### src/rtl/mux_n_1_ser_pkg.sv
// Shared types and constant helpers for the N:1 word selector / serialiser.
// Optional out_last output is enabled with `define MUX_N_1_SER_LAST_EN.
package mux_n_1_ser_pkg;

  typedef enum logic {
    MODE_SEL = 1'b0,
    MODE_SER = 1'b1
  } mode_e;

  // Ceiling log2; clog2(0) and clog2(1) both return 0.
  function automatic int unsigned clog2(input int unsigned value);
    int unsigned r;
    r = 0;
    for (int unsigned i = 0; i < 32; i++) begin
      if ((64'd1 << i) < 64'(value)) r = i + 1;
    end
    return r;
  endfunction

  // Index width that stays at least one bit wide for degenerate sizes.
  function automatic int unsigned sel_width(input int unsigned n);
    return (clog2(n) < 1) ? 1 : clog2(n);
  endfunction

endpackage

### src/rtl/mux_n_1.sv
// Combinational N:1 word mux over a packed vector; out-of-range sel yields 0.
module mux_n_1
  import mux_n_1_ser_pkg::*;
#(
  parameter int unsigned WIDTH  = 8,
  parameter int unsigned NUM_IN = 4
) (
  input  logic [sel_width(NUM_IN)-1:0] sel,
  input  logic [NUM_IN*WIDTH-1:0]      data_in,
  output logic [WIDTH-1:0]             data_out
);

  always_comb begin
    data_out = '0;
    for (int unsigned i = 0; i < NUM_IN; i++) begin
      if (32'(sel) == i) data_out = data_in[i*WIDTH +: WIDTH];
    end
  end

endmodule

### src/rtl/mux_n_1_ser.sv
// Registered N:1 selector / serialiser with valid/ready on both sides.
// `define MUX_N_1_SER_LAST_EN adds the registered out_last port.
module mux_n_1_ser
  import mux_n_1_ser_pkg::*;
#(
  parameter int unsigned WIDTH    = 8,
  parameter int unsigned NUM_IN   = 4,
  parameter int unsigned IN_WIDTH = NUM_IN * WIDTH,
  parameter int unsigned SEL_W    = sel_width(NUM_IN)
) (
  input  logic                clk,
  input  logic                reset,
  input  logic                mode,
  input  logic [SEL_W-1:0]    sel,
  input  logic                in_valid,
  output logic                in_ready,
  input  logic [IN_WIDTH-1:0] data_in,
  output logic                out_valid,
  input  logic                out_ready,
`ifdef MUX_N_1_SER_LAST_EN
  output logic                out_last,
`endif
  output logic [WIDTH-1:0]    data_out,
  output logic [SEL_W-1:0]    out_idx
);

  localparam logic [SEL_W-1:0] LAST_IDX = SEL_W'(NUM_IN - 1);

  mode_e            mode_q, mode_d, mode_eff;
  logic [SEL_W-1:0] cnt_q, cnt_d;
  logic             out_valid_q, out_valid_d;
  logic [WIDTH-1:0] data_out_q, data_out_d;
  logic [SEL_W-1:0] out_idx_q, out_idx_d;
  logic [SEL_W-1:0] mux_sel;
  logic [WIDTH-1:0] mux_word;
  logic             load;
  logic             last_word;

  // Mode is sampled only at a vector boundary; mid-vector the latched mode wins.
  always_comb begin
    mode_eff  = (cnt_q == '0) ? mode_e'(mode) : mode_q;
    mux_sel   = (mode_eff == MODE_SER) ? cnt_q : sel;
    load      = in_valid && (!out_valid_q || out_ready);
    last_word = (mode_eff == MODE_SEL) || (cnt_q == LAST_IDX);
  end

  mux_n_1 #(
    .WIDTH  (WIDTH),
    .NUM_IN (NUM_IN)
  ) u_mux (
    .sel      (mux_sel),
    .data_in  (data_in),
    .data_out (mux_word)
  );

  always_comb begin
    mode_d      = mode_q;
    cnt_d       = cnt_q;
    out_valid_d = out_valid_q;
    data_out_d  = data_out_q;
    out_idx_d   = out_idx_q;
    if (load) begin
      out_valid_d = 1'b1;
      data_out_d  = mux_word;
      out_idx_d   = mux_sel;
      mode_d      = mode_eff;
      if (mode_eff == MODE_SER) begin
        cnt_d = (cnt_q == LAST_IDX) ? '0 : cnt_q + SEL_W'(1);
      end
    end else if (out_valid_q && out_ready) begin
      out_valid_d = 1'b0;
    end
  end

  always_ff @(posedge clk or posedge reset) begin
    if (reset) begin
      mode_q      <= MODE_SEL;
      cnt_q       <= '0;
      out_valid_q <= 1'b0;
      data_out_q  <= '0;
      out_idx_q   <= '0;
    end else begin
      mode_q      <= mode_d;
      cnt_q       <= cnt_d;
      out_valid_q <= out_valid_d;
      data_out_q  <= data_out_d;
      out_idx_q   <= out_idx_d;
    end
  end

`ifdef MUX_N_1_SER_LAST_EN
  logic out_last_q, out_last_d;

  always_comb begin
    out_last_d = out_last_q;
    if (load) out_last_d = last_word;
  end

  always_ff @(posedge clk or posedge reset) begin
    if (reset) out_last_q <= 1'b0;
    else       out_last_q <= out_last_d;
  end

  assign out_last = out_last_q;
`endif

  // The vector is released upstream only together with its final word.
  always_comb begin
    in_ready  = load && last_word;
    out_valid = out_valid_q;
    data_out  = data_out_q;
    out_idx   = out_idx_q;
  end

endmodule
### config.mk
export PLATFORM = sky130hd
export DESIGN_NAME = mux_n_1_ser
export DESIGN_NICKNAME = d
export VERILOG_FILES = /design/src/rtl/mux_n_1_ser_pkg.sv /design/src/rtl/mux_n_1.sv /design/src/rtl/mux_n_1_ser.sv
export SDC_FILE = /design/constraint.sdc
export NUM_CORES = 1
export LEC_CHECK = 0
export BUFFER_PORTS_ARGS = -buffer_cell sky130_fd_sc_hd__buf_2
export CAP_MARGIN = 20
export CORE_MARGIN = 5
export CORE_UTILIZATION = 41
export CTS_BUF_LIST = sky130_fd_sc_hd__clkbuf_16
export CTS_CLUSTER_SIZE = 8
export DETAILED_ROUTE_END_ITERATION = 16
export GPL_TIMING_DRIVEN = 0
export PLACE_DENSITY = 0.78
export REMOVE_ABC_BUFFERS = 1
export SYNTH_ARGS = -nofsm -noshare
export SYNTH_HDL_FRONTEND = slang
export SYNTH_HIERARCHICAL = 1
export SYNTH_SLANG_ARGS = --single-unit
### constraint.sdc
create_clock -name clk -period 3.1 [get_ports clk]
set_clock_uncertainty 0.15 [all_clocks]
set_input_delay 0 -clock clk [delete_from_list [all_inputs] [get_ports clk]]
set_output_delay 0 -clock clk [all_outputs]
set_load 0.02 [all_outputs]
==> summary.txt, run 1 <==
Outcome
  – Outcome: finished, final reports clean

Timing
  – Post-Route Hold Slack: 0.05841 ns
  – Transition time at the pin with the least slew margin: 0.5321 ns
  – Final-layout setup total negative slack: 0 ns
  – Post-route fraction of the period consumed by the critical path: 80.36%
  – Setup repair after global routing missed its margin: false
  – Min cycle time layout: 2.491 ns
  – Worst rel slew slack: 64.49%
  – Total of endpoints with negative setup slack in the final report: 0
  – Max-slew violation count: 0
  – Hold violation total from the final report: 0
  – Achievable clock frequency: about 0.4 GHz

Setup path
  – Crit start category: flop
  – Worst Path Max Fanout: 9
  – Number of buffers and inverters on the critical path: 1
  – Category of cells accounting for the largest share of critical-path delay: multiplexers
  – Sequence of cells on the critical path: inv_1, ha_1, mux2i_1, mux2_2, mux4_2, mux2_2
  – Slowest-stage cell, CP: sky130_fd_sc_hd__mux2_2
  – Top cell by count, worst path: sky130_fd_sc_hd__mux2_2
  – Crit path kind: flop to flop
  – Nature of the critical path endpoint: flop
  – Data required, critical path: 3.07 ns
  – Worst path arrival time: 2.46 ns
  – Peak per-stage delay on the critical path: 0.51 ns

Routing
  – Detailed-route wire length: around 2000 um
  – Routed via count divided by cell count: between 4 and 5
  – Length of the first detailed-routing pass in iterations: 4
  – Average detailed-routed wire length per instance: 14.90 um
  – DRC violation count after routing: 0
  – Via total after detailed routing: 651
  – Number of nets with antenna violations after detailed routing: 0
  – Drt first-iter violations: 4

Power
  – VDD IR-drop max: 0.0005276 V
  – Power Density: 933.1 nW/um^2
  – Combinational group share of total power: roughly half
  – Switching part of the total: 34.61%
  – Internal power: ~700 uW
  – Switching power: 378.6 uW
  – Cell leakage power: between 0.5 and 0.6 nW
  – Flop pwr share: 29.1%
  – Share of total power in the clock network: 21.9%

Place
  – Port Buf Inserts: 50
  – Routability Congestion: between 0.6 and 0.7
  – Post-DP HPWL: ~1500 um
  – Post-detailed-placement cell area: roughly 1100 sq um

Die
  – X dimension of the die: 54.20 um
  – Core region area: 1902 sq um
  – Ports placed on the boundary: 51
  – Row Count: 16
  – Initial core utilization: 42.11%
  – Height of the die: 54.20 um
  – Total die area: 2937 sq um

Clock network
  – Insertion delay to the later sink of the worst-skew pair: around 0.24 ns
  – Clk buf depth: 2
  – H-tree depth: 1
  – CTS buffer count: 3
  – Clock root buffer: sky130_fd_sc_hd__clkbuf_16
  – Number of clock sinks: 14
  – Post-CTS Resized: 0
  – Clock tree from TritonCTS: yes
  – Post-CTS clock slew at the launch and capture registers of the worst setup and hold paths: 0.05 ns

Global routing
  – Global-route wire length before repair: 2967 um
  – Aggregate global routing overflow: 0
  – Number of global-route vias before repair: 671
  – GR Util met3: between 4 and 5%
  – GR Util met2: a little over a quarter
  – Total global routing track utilization: approximately 14%
  – Antenna violations before repair: 0
  – Global-route track usage on met1: 16.26%
  – Most congested layer reported by global routing: met2
  – Maximum number of pins on one net before global-route repair: 15

Synthesis
  – Cell type with the highest aggregate area in the netlist: sky130_fd_sc_hd__dfrtp_1
  – Synth Area in Compound Gates: about 1.3%
  – Average cell area after synthesis: 15.11 sq um
  – Share of synthesized area spent on multiplexers: 43.44%
  – Simple-gate area share of the yosys netlist: 4.375%
  – Combinational family with the most area after synthesis: multiplexers
  – Part of the Yosys area used for sequential elements: about 44%
  – Number of library cell types mapped by synthesis: 14
  – Synthesis-stage register bit count: 14
  – Adder-Cell Fraction of Synth Area: ~3.1%
  – Post-synth design cell area: ~800 sq um
  – Synth Instances: 53
  – Synth Area in XOR/XNOR: 0%
  – Proportion of netlist area held by the largest area contributor: 43.75%
  – Yosys warns: 6
  – Area contributors post-synth: sky130_fd_sc_hd__dfrtp_1 44%, sky130_fd_sc_hd__mux4_2 22%, sky130_fd_sc_hd__mux2_2 20%

Final layout
  – Area growth from synthesis to layout: 46.41%
  – Antenna cell count: 0
  – Number of nets in the layout: 149
  – Cell area after layout: 1172 sq um
  – Share of post-route cells with drive strength above 1: 71.03%

Hold path
  – Min-delay worst type: input pin to flop

Run
  – Count of max-cap constraint violations: 0
cell type report:
type,instances,area [sq um]
Inverter,3,11.26
Multi-Input combinational cell,33,417.9
Clock inverter,1,3.754
Sequential cell,14,350.3
Timing Repair Buffer,53,280.3
Fill cell,158,729.5
Clock buffer,3,75.07
Tap cell,27,33.78
synthesized netlist by cell type (all sizes together):
cell type and instances:
mux2i 1, a21bo 1, mux2 14, clkbuf 1
inv 3, ha 2, nor2 3, nand2b 2
nand3b 1, dfrtp 14, nand2 1, buf 2
mux4 8
worst paths after layout:
check,startpoint,to,slack (ns),cells after the start
min in group asynchronous,reset,data_out[6]$_DFFE_PP0P_,0.20,3
setup / recovery,cnt_q[0]$_DFFE_PP0P_,data_out[5]$_DFFE_PP0P_,0.61,6
max in group asynchronous,reset,mode_q$_DFFE_PP0P_,2.25,3
hold / removal,data_in[30],data_out[6]$_DFFE_PP0P_,0.06,3
hold reg to reg,data_out[6]$_DFFE_PP0P_,data_out[6]$_DFFE_PP0P_,0.35,1
setup reg to reg,cnt_q[0]$_DFFE_PP0P_,data_out[5]$_DFFE_PP0P_,0.61,6
power groups by stage:
stage | combinational (mW) | clock, mW | sequential (mW)
floorplan | 0.303 | 0 | 0.403
global placement | 0.522 | 0 | 0.316
detailed placement | 0.536 | 0 | 0.321
CTS | 0.544 | 0.244 | 0.320
global route | 0.582 | 0.253 | 0.332
finish | 0.536 | 0.240 | 0.319
placed cells by master (no fill, tap or decap):
| cell type | synthesis | routed |
|---|---|---|
| sky130_fd_sc_hd__buf_2 | 1 | 50 |
| sky130_fd_sc_hd__mux2_2 | 14 | 14 |
| sky130_fd_sc_hd__dfrtp_1 | 14 | 14 |
| sky130_fd_sc_hd__mux4_2 | 8 | 8 |
| sky130_fd_sc_hd__inv_1 | 3 | 3 |
| sky130_fd_sc_hd__nor2_1 | 3 | 3 |
| sky130_fd_sc_hd__clkbuf_16 | 0 | 3 |
| sky130_fd_sc_hd__dlygate4sd3_1 | 0 | 3 |
| sky130_fd_sc_hd__nand2b_1 | 2 | 2 |
| sky130_fd_sc_hd__ha_1 | 2 | 2 |
| sky130_fd_sc_hd__mux2i_1 | 1 | 1 |
| sky130_fd_sc_hd__nand3b_1 | 1 | 1 |
| sky130_fd_sc_hd__nand2_1 | 1 | 1 |
| sky130_fd_sc_hd__a21bo_2 | 1 | 1 |
| sky130_fd_sc_hd__clkinv_1 | 0 | 1 |
sequential cells by signal, summed over array words and instances, names as in the netlist:
name and cells:
out_idx 2, cnt_q 2, data_out 8, mode_q 1, out_valid 1
cells by family (layout without fill, tap and decap cells):
group	after synthesis	count (layout)
compound gates	1	1
fa+ha+maj	2	2
buf+inv	6	60
flops	14	14
mux	23	23
simple gates	7	7
metal layers:
| layer | share of wire [%] | routed length, um |
|---|---|---|
| met1 | 33 | 666 |
| met2 | 57 | 1133 |
| met5 | 0 | 0 |
| met3 | 8.9 | 177 |
| met4 | 0.95 | 19 |
stage by stage:
stage | total power [mW] | cells | setup WS, ns | utilization, %
CTS | 1.109 | 134 | 0.5840 | 61.64
floorplan | 0.7056 | 50 | 0.7582 | -
global route | 1.166 | 134 | 0.4741 | 61.64
detailed placement | 0.8569 | 127 | 0.6128 | 55.92
global placement | 0.8379 | 127 | 0.6677 | 55.92
finish | 1.094 | 134 | 0.6089 | 61.64
worst min-delay path, stage by stage:
cell and delay (ns):
sky130_fd_sc_hd__buf_2 0.07, sky130_fd_sc_hd__mux4_2 0.21, sky130_fd_sc_hd__mux2_2 0.13
what timing repair did:
action                                 CTS  global route
setup buffers                            0             0
hold buffers                             3             0
endpoints found under the hold margin   15             0
setup endpoints to repair                0             0
No activity file was read; power rests on OpenSTA's default activity.
==> run 2, diff against run 1 <==
- clock period: 3.1 -> 2.58 ns (I/O delays scaled with it)
==> summary.txt, run 2 (synthesis gave the netlist of run 1 again) <==
Final layout
  – Number of flip-flops in the largest register: 8
  – Combined area of the multi-input logic cells: 421.7 sq um
  – Cell area after layout: about 1200 sq um
  – Area growth from synthesis to layout: 46.88%
  – Leading cell type in the layout, fill and taps excluded: sky130_fd_sc_hd__buf_2
  – Layout fillers: between 150 and 200
  – Number of nets in the layout: between 100 and 150
  – Antenna cell count: 0
  – Most used cells in the layout excluding fill and tap cells: 50 x sky130_fd_sc_hd__buf_2, 14 x sky130_fd_sc_hd__dfrtp_1, 13 x sky130_fd_sc_hd__mux2_2, 8 x sky130_fd_sc_hd__mux4_2
  – Share of post-route cells with drive strength above 1: a little under three quarters
  – Flip-flop and latch area: 350.3 sq um

Routing
  – Length of the first detailed-routing pass in iterations: 4
  – Routed via count divided by cell count: 4.776
  – Via total after detailed routing: 640
  – DRC violation count after routing: 0
  – Average detailed-routed wire length per instance: 14.95 um
  – Number of nets with antenna violations after detailed routing: 0
  – Drt first-iter violations: 6
  – Detailed-route wire length: 2003 um

Power
  – Internal power: just under 900 uW
  – Cell leakage power: 0.5808 nW
  – Combinational group share of total power: roughly half
  – Power Density: 1124 nW/um^2
  – Flop pwr share: 29.0%
  – Share of total power in the clock network: 21.7%
  – Switching power: 455.7 uW
  – VDD IR-drop max: 0.0006344 V
  – Switching part of the total: 34.48%
  – Power consumption: 1.322 mW

Die
  – Total die area: 2937 sq um
  – X dimension of the die: 54.20 um
  – Core region area: 1902 sq um
  – Initial core utilization: a little over two fifths
  – Ports placed on the boundary: between 50 and 60
  – Height of the die: 54.20 um
  – Row Count: 16

Timing
  – Final-layout setup total negative slack: 0 ns
  – Total of endpoints with negative setup slack in the final report: 0
  – Hold violation total from the final report: 0
  – Worst rel slew slack: 64.65%
  – Achievable clock frequency: 0.4122 GHz
  – Setup repair after global routing missed its margin: false
  – Max-slew violation count: 0
  – Transition time at the pin with the least slew margin: 0.5296 ns
  – Fin worst setup slack: 0.1538 ns
  – Post-route fraction of the period consumed by the critical path: 94.04%
  – Post-Route Hold Slack: a little under 0.06 ns
  – Min cycle time layout: 2.426 ns

Global routing
  – Total global routing track utilization: 14.44%
  – Antenna violations before repair: 0
  – Aggregate global routing overflow: 0
  – Maximum number of pins on one net before global-route repair: 15
  – Number of global-route vias before repair: between 600 and 700
  – Global-route wire length before repair: 2967 um

Setup path
  – Sequence of cells on the critical path: inv_1, ha_1, mux2i_1, mux2_4, mux4_2, mux2_2
  – Crit path kind: flop to flop
  – Number of buffers and inverters on the critical path: 1
  – Category of cells accounting for the largest share of critical-path delay: multiplexers
  – Worst Path Max Fanout: 9
  – Peak per-stage delay on the critical path: 0.45 ns
  – Data required, critical path: 2.55 ns
  – Crit start category: flop
  – Nature of the critical path endpoint: flop
  – Slowest-stage cell, CP: sky130_fd_sc_hd__mux4_2
  – Worst path arrival time: roughly 2.4 ns

Hold path
  – Min-delay worst type: input pin to flop

Place
  – Routability Congestion: 0.6816
  – Post-DP HPWL: 1521 um
  – Port Buf Inserts: 50
  – Post-detailed-placement cell area: between 1000 and 1500 sq um
  – Post-placement setup slack: 0.09283 ns

Clock network
  – Number of clock sinks: 14
  – Insertion delay to the later sink of the worst-skew pair: 0.24 ns
  – CTS buffer count: 3
  – Post-CTS setup buffer count: 0
  – Clk buf depth: 2
  – Clock root buffer: sky130_fd_sc_hd__clkbuf_16
  – Clock tree from TritonCTS: yes
  – Post-CTS clock slew at the launch and capture registers of the worst setup and hold paths: 0.05 ns
  – H-tree depth: 1

Outcome
  – Outcome: finished, final reports clean

Run
  – Count of max-cap constraint violations: 0
-- run 2: power groups by stage --
stage	clock (mW)	combinational, mW	sequential (mW)
finish	0.287	0.651	0.384
global placement	0	0.627	0.379
floorplan	0	0.364	0.484
detailed placement	0	0.644	0.386
CTS	0.293	0.654	0.385
global route	0.303	0.708	0.399
-- run 2: final cells by class --
cell class | instances | area share, %
inverter | 3 | 0.9574
clock inverter | 1 | 0.3191
tap | 27 | 2.872
timing repair buffer | 53 | 23.83
multi-input combinational | 33 | 35.85
clock buffer | 3 | 6.383
sequential | 14 | 29.79
-- run 2: what timing repair did --
item / in CTS / in global routing
resized for setup: 0 / 1
hold buffers: 3 / 0
hold endpoints to repair: 15 / 0
setup endpoints to repair: 0 / 8
-- run 2: layer usage --
metal,wire (um),GRT usage [%],vias up
li1,-,-,304
met1,670,16.26,304
met2,1154,26.10,30
met3,159,4.432,2
met4,19,3.734,0
met5,0,0,-
-- run 2: worst paths after layout --
path                       depth (start not counted)  slack (ns)               startpoint                       to
max reg2reg                                        6        0.15     cnt_q[0]$_DFFE_PP0P_  data_out[5]$_DFFE_PP0P_
min reg2reg                                        1        0.35  data_out[6]$_DFFE_PP0P_  data_out[6]$_DFFE_PP0P_
max in group asynchronous                          3        1.73                    reset       mode_q$_DFFE_PP0P_
min                                                3        0.06               data_in[6]  data_out[6]$_DFFE_PP0P_
min in group asynchronous                          3        0.20                    reset  data_out[6]$_DFFE_PP0P_
max                                                6        0.15     cnt_q[0]$_DFFE_PP0P_  data_out[5]$_DFFE_PP0P_
-- run 2: through the flow --
step	instances	utilization, %
after floorplan	50	-
after global placement	127	55.92
after detailed placement	127	55.92
after CTS	134	61.64
after global routing	134	61.84
final	134	61.84
-- run 2: worst reg2reg max path, cell delays in order, from the launching register on --
cell and delay (ns):
sky130_fd_sc_hd__dfrtp_1 0.41, sky130_fd_sc_hd__inv_1 0.07, sky130_fd_sc_hd__ha_1 0.16, sky130_fd_sc_hd__mux2i_1 0.36, sky130_fd_sc_hd__mux2_4 0.43, sky130_fd_sc_hd__mux4_2 0.46
sky130_fd_sc_hd__mux2_2 0.28
==> run 3, diff against run 2 <==
- PLACE_DENSITY: 0.78 -> not set
- PLACE_DENSITY_LB_ADDON: not set -> 0.3
==> summary.txt, run 3 (synthesis gave the netlist of run 1 again) <==
Final layout
  – Most used cells in the layout excluding fill and tap cells: 50 x sky130_fd_sc_hd__buf_2, 14 x sky130_fd_sc_hd__dfrtp_1, 13 x sky130_fd_sc_hd__mux2_2, 8 x sky130_fd_sc_hd__mux4_2
  – Antenna cell count: 0
  – Share of the core filled with cells: 61.84%
  – Number of flip-flops in the largest register: 8
  – Cell area after layout: 1176 sq um
  – Number of standard cells in the layout, taps in and fillers out: between 100 and 150
  – Layout fillers: 155
  – Number of nets in the layout: 149
  – Area growth from synthesis to layout: 46.88%
  – Leading cell type in the layout, fill and taps excluded: sky130_fd_sc_hd__buf_2
  – Share of post-route cells with drive strength above 1: 71.03%

Timing
  – Hold violation total from the final report: 0
  – Post-Route Hold Slack: 0.05008 ns
  – Total of endpoints with negative setup slack in the final report: 0
  – Min cycle time layout: 2.387 ns
  – Setup repair after global routing missed its margin: false
  – Transition time at the pin with the least slew margin: 0.5306 ns
  – Worst rel slew slack: 64.59%
  – Max-slew violation count: 0
  – Final-layout setup total negative slack: 0 ns
  – Achievable clock frequency: 0.4189 GHz
  – Fin worst setup slack: 0.1926 ns
  – Post-route fraction of the period consumed by the critical path: 92.54%

Routing
  – Drt first-iter violations: 5
  – Via total after detailed routing: around 650
  – Number of nets with antenna violations after detailed routing: 0
  – Average detailed-routed wire length per instance: 13.79 um
  – Length of the first detailed-routing pass in iterations: 2
  – DRC violation count after routing: 0
  – Routed via count divided by cell count: 4.843
  – Detailed-route wire length: 1848 um

Die
  – Height of the die: 54.20 um
  – X dimension of the die: 54.20 um
  – Row Count: 16
  – Initial core utilization: 42.11%
  – Core region area: 1902 sq um
  – Ports placed on the boundary: 51
  – Total die area: around 3000 sq um

Power
  – Power Density: 1116 nW/um^2
  – VDD IR-drop max: 0.0007841 V
  – Power consumption: 1.313 mW
  – Cell leakage power: 0.5808 nW

Setup path
  – Critical path launch point: cnt_q[0]$_DFFE_PP0P_
  – Crit start category: flop
  – Reg-to-Reg Start: cnt_q[0]$_DFFE_PP0P_
  – Worst path arrival time: 2.36 ns
  – Nature of the critical path endpoint: flop
  – Data required, critical path: 2.55 ns
  – Crit path kind: flop to flop
  – Worst Path Max Fanout: 9

Hold path
  – Startpoint of the lowest-slack hold path: data_in[0]
  – Min-delay worst type: input pin to flop

Clock network
  – Post-CTS clock slew at the launch and capture registers of the worst setup and hold paths: about 0.050 ns
  – Clock tree from TritonCTS: yes
  – Clock root buffer: sky130_fd_sc_hd__clkbuf_16
  – CTS buffer count: 3
  – Insertion delay to the later sink of the worst-skew pair: roughly 0.24 ns
  – H-tree depth: 1
  – Number of clock sinks: 14
  – Post-CTS setup buffer count: 0
  – Clk buf depth: 2

Place
  – Port Buf Inserts: 50
  – Post-placement setup slack: 0.09393 ns
  – Instance count after placement with tap cells included: between 100 and 150
  – Routability Congestion: 0.6285
  – Post-detailed-placement cell area: 1064 sq um

Outcome
  – Outcome: finished, final reports clean

Global routing
  – Number of global-route vias before repair: 675
  – Total global routing track utilization: 13.96%
  – Antenna violations before repair: 0
  – Global-route wire length before repair: 2746 um
  – Aggregate global routing overflow: 0
  – Maximum number of pins on one net before global-route repair: 15

Run
  – Count of max-cap constraint violations: 0
==> run 3: final timing paths <==
| path | slack, ns | depth (start not counted) | end |
|---|---|---|---|
| max | 0.19 | 6 | data_out[4]$_DFFE_PP0P_ |
| min | 0.05 | 3 | data_out[0]$_DFFE_PP0P_ |
| max in group asynchronous | 1.69 | 3 | cnt_q[1]$_DFFE_PP0P_ |
| min reg2reg | 0.34 | 1 | mode_q$_DFFE_PP0P_ |
| min in group asynchronous | 0.23 | 3 | data_out[7]$_DFFE_PP0P_ |
| max reg2reg | 0.19 | 6 | data_out[4]$_DFFE_PP0P_ |
==> run 3: repair_timing <==
action                                  in CTS  in global routing
hold buffers                                 3                  0
gates resized for setup                      0                  1
hold endpoints to repair                    15                  0
endpoints found under the setup margin       0                  8
==> run 3: worst max-delay path: stages, from the launching register on <==
cell	delay (ns)
sky130_fd_sc_hd__dfrtp_1	0.41
sky130_fd_sc_hd__inv_1	0.07
sky130_fd_sc_hd__ha_1	0.15
sky130_fd_sc_hd__mux2i_1	0.35
sky130_fd_sc_hd__mux2_4	0.43
sky130_fd_sc_hd__mux4_2	0.44
sky130_fd_sc_hd__mux2_2	0.26
==> run 3: metal layers <==
layer  vias to the layer above  part of all wire, %  GRT usage [%]
li1                        305                    -              -
met1                       308                   38          15.51
met4                         0                  2.1          8.714
met2                        32                   51          22.71
met3                         4                  8.8          4.709
met5                         -                    0              0
==> run 3: area by class of cell <==
class                      instances  area [sq um]  area share, %
multi-input combinational         33         421.7          35.85
clock inverter                     1         3.754         0.3191
tap                               27         33.78          2.872
timing repair buffer              53         280.3          23.83
inverter                           3         11.26         0.9574
clock buffer                       3         75.07          6.383
sequential                        14         350.3          29.79
==> run 3: power by group <==
part	switching, mW	internal, mW
Clock	0.0842	0.204
Combinational	0.306	0.336
Sequential	0.0567	0.326
Total	0.447	0.866
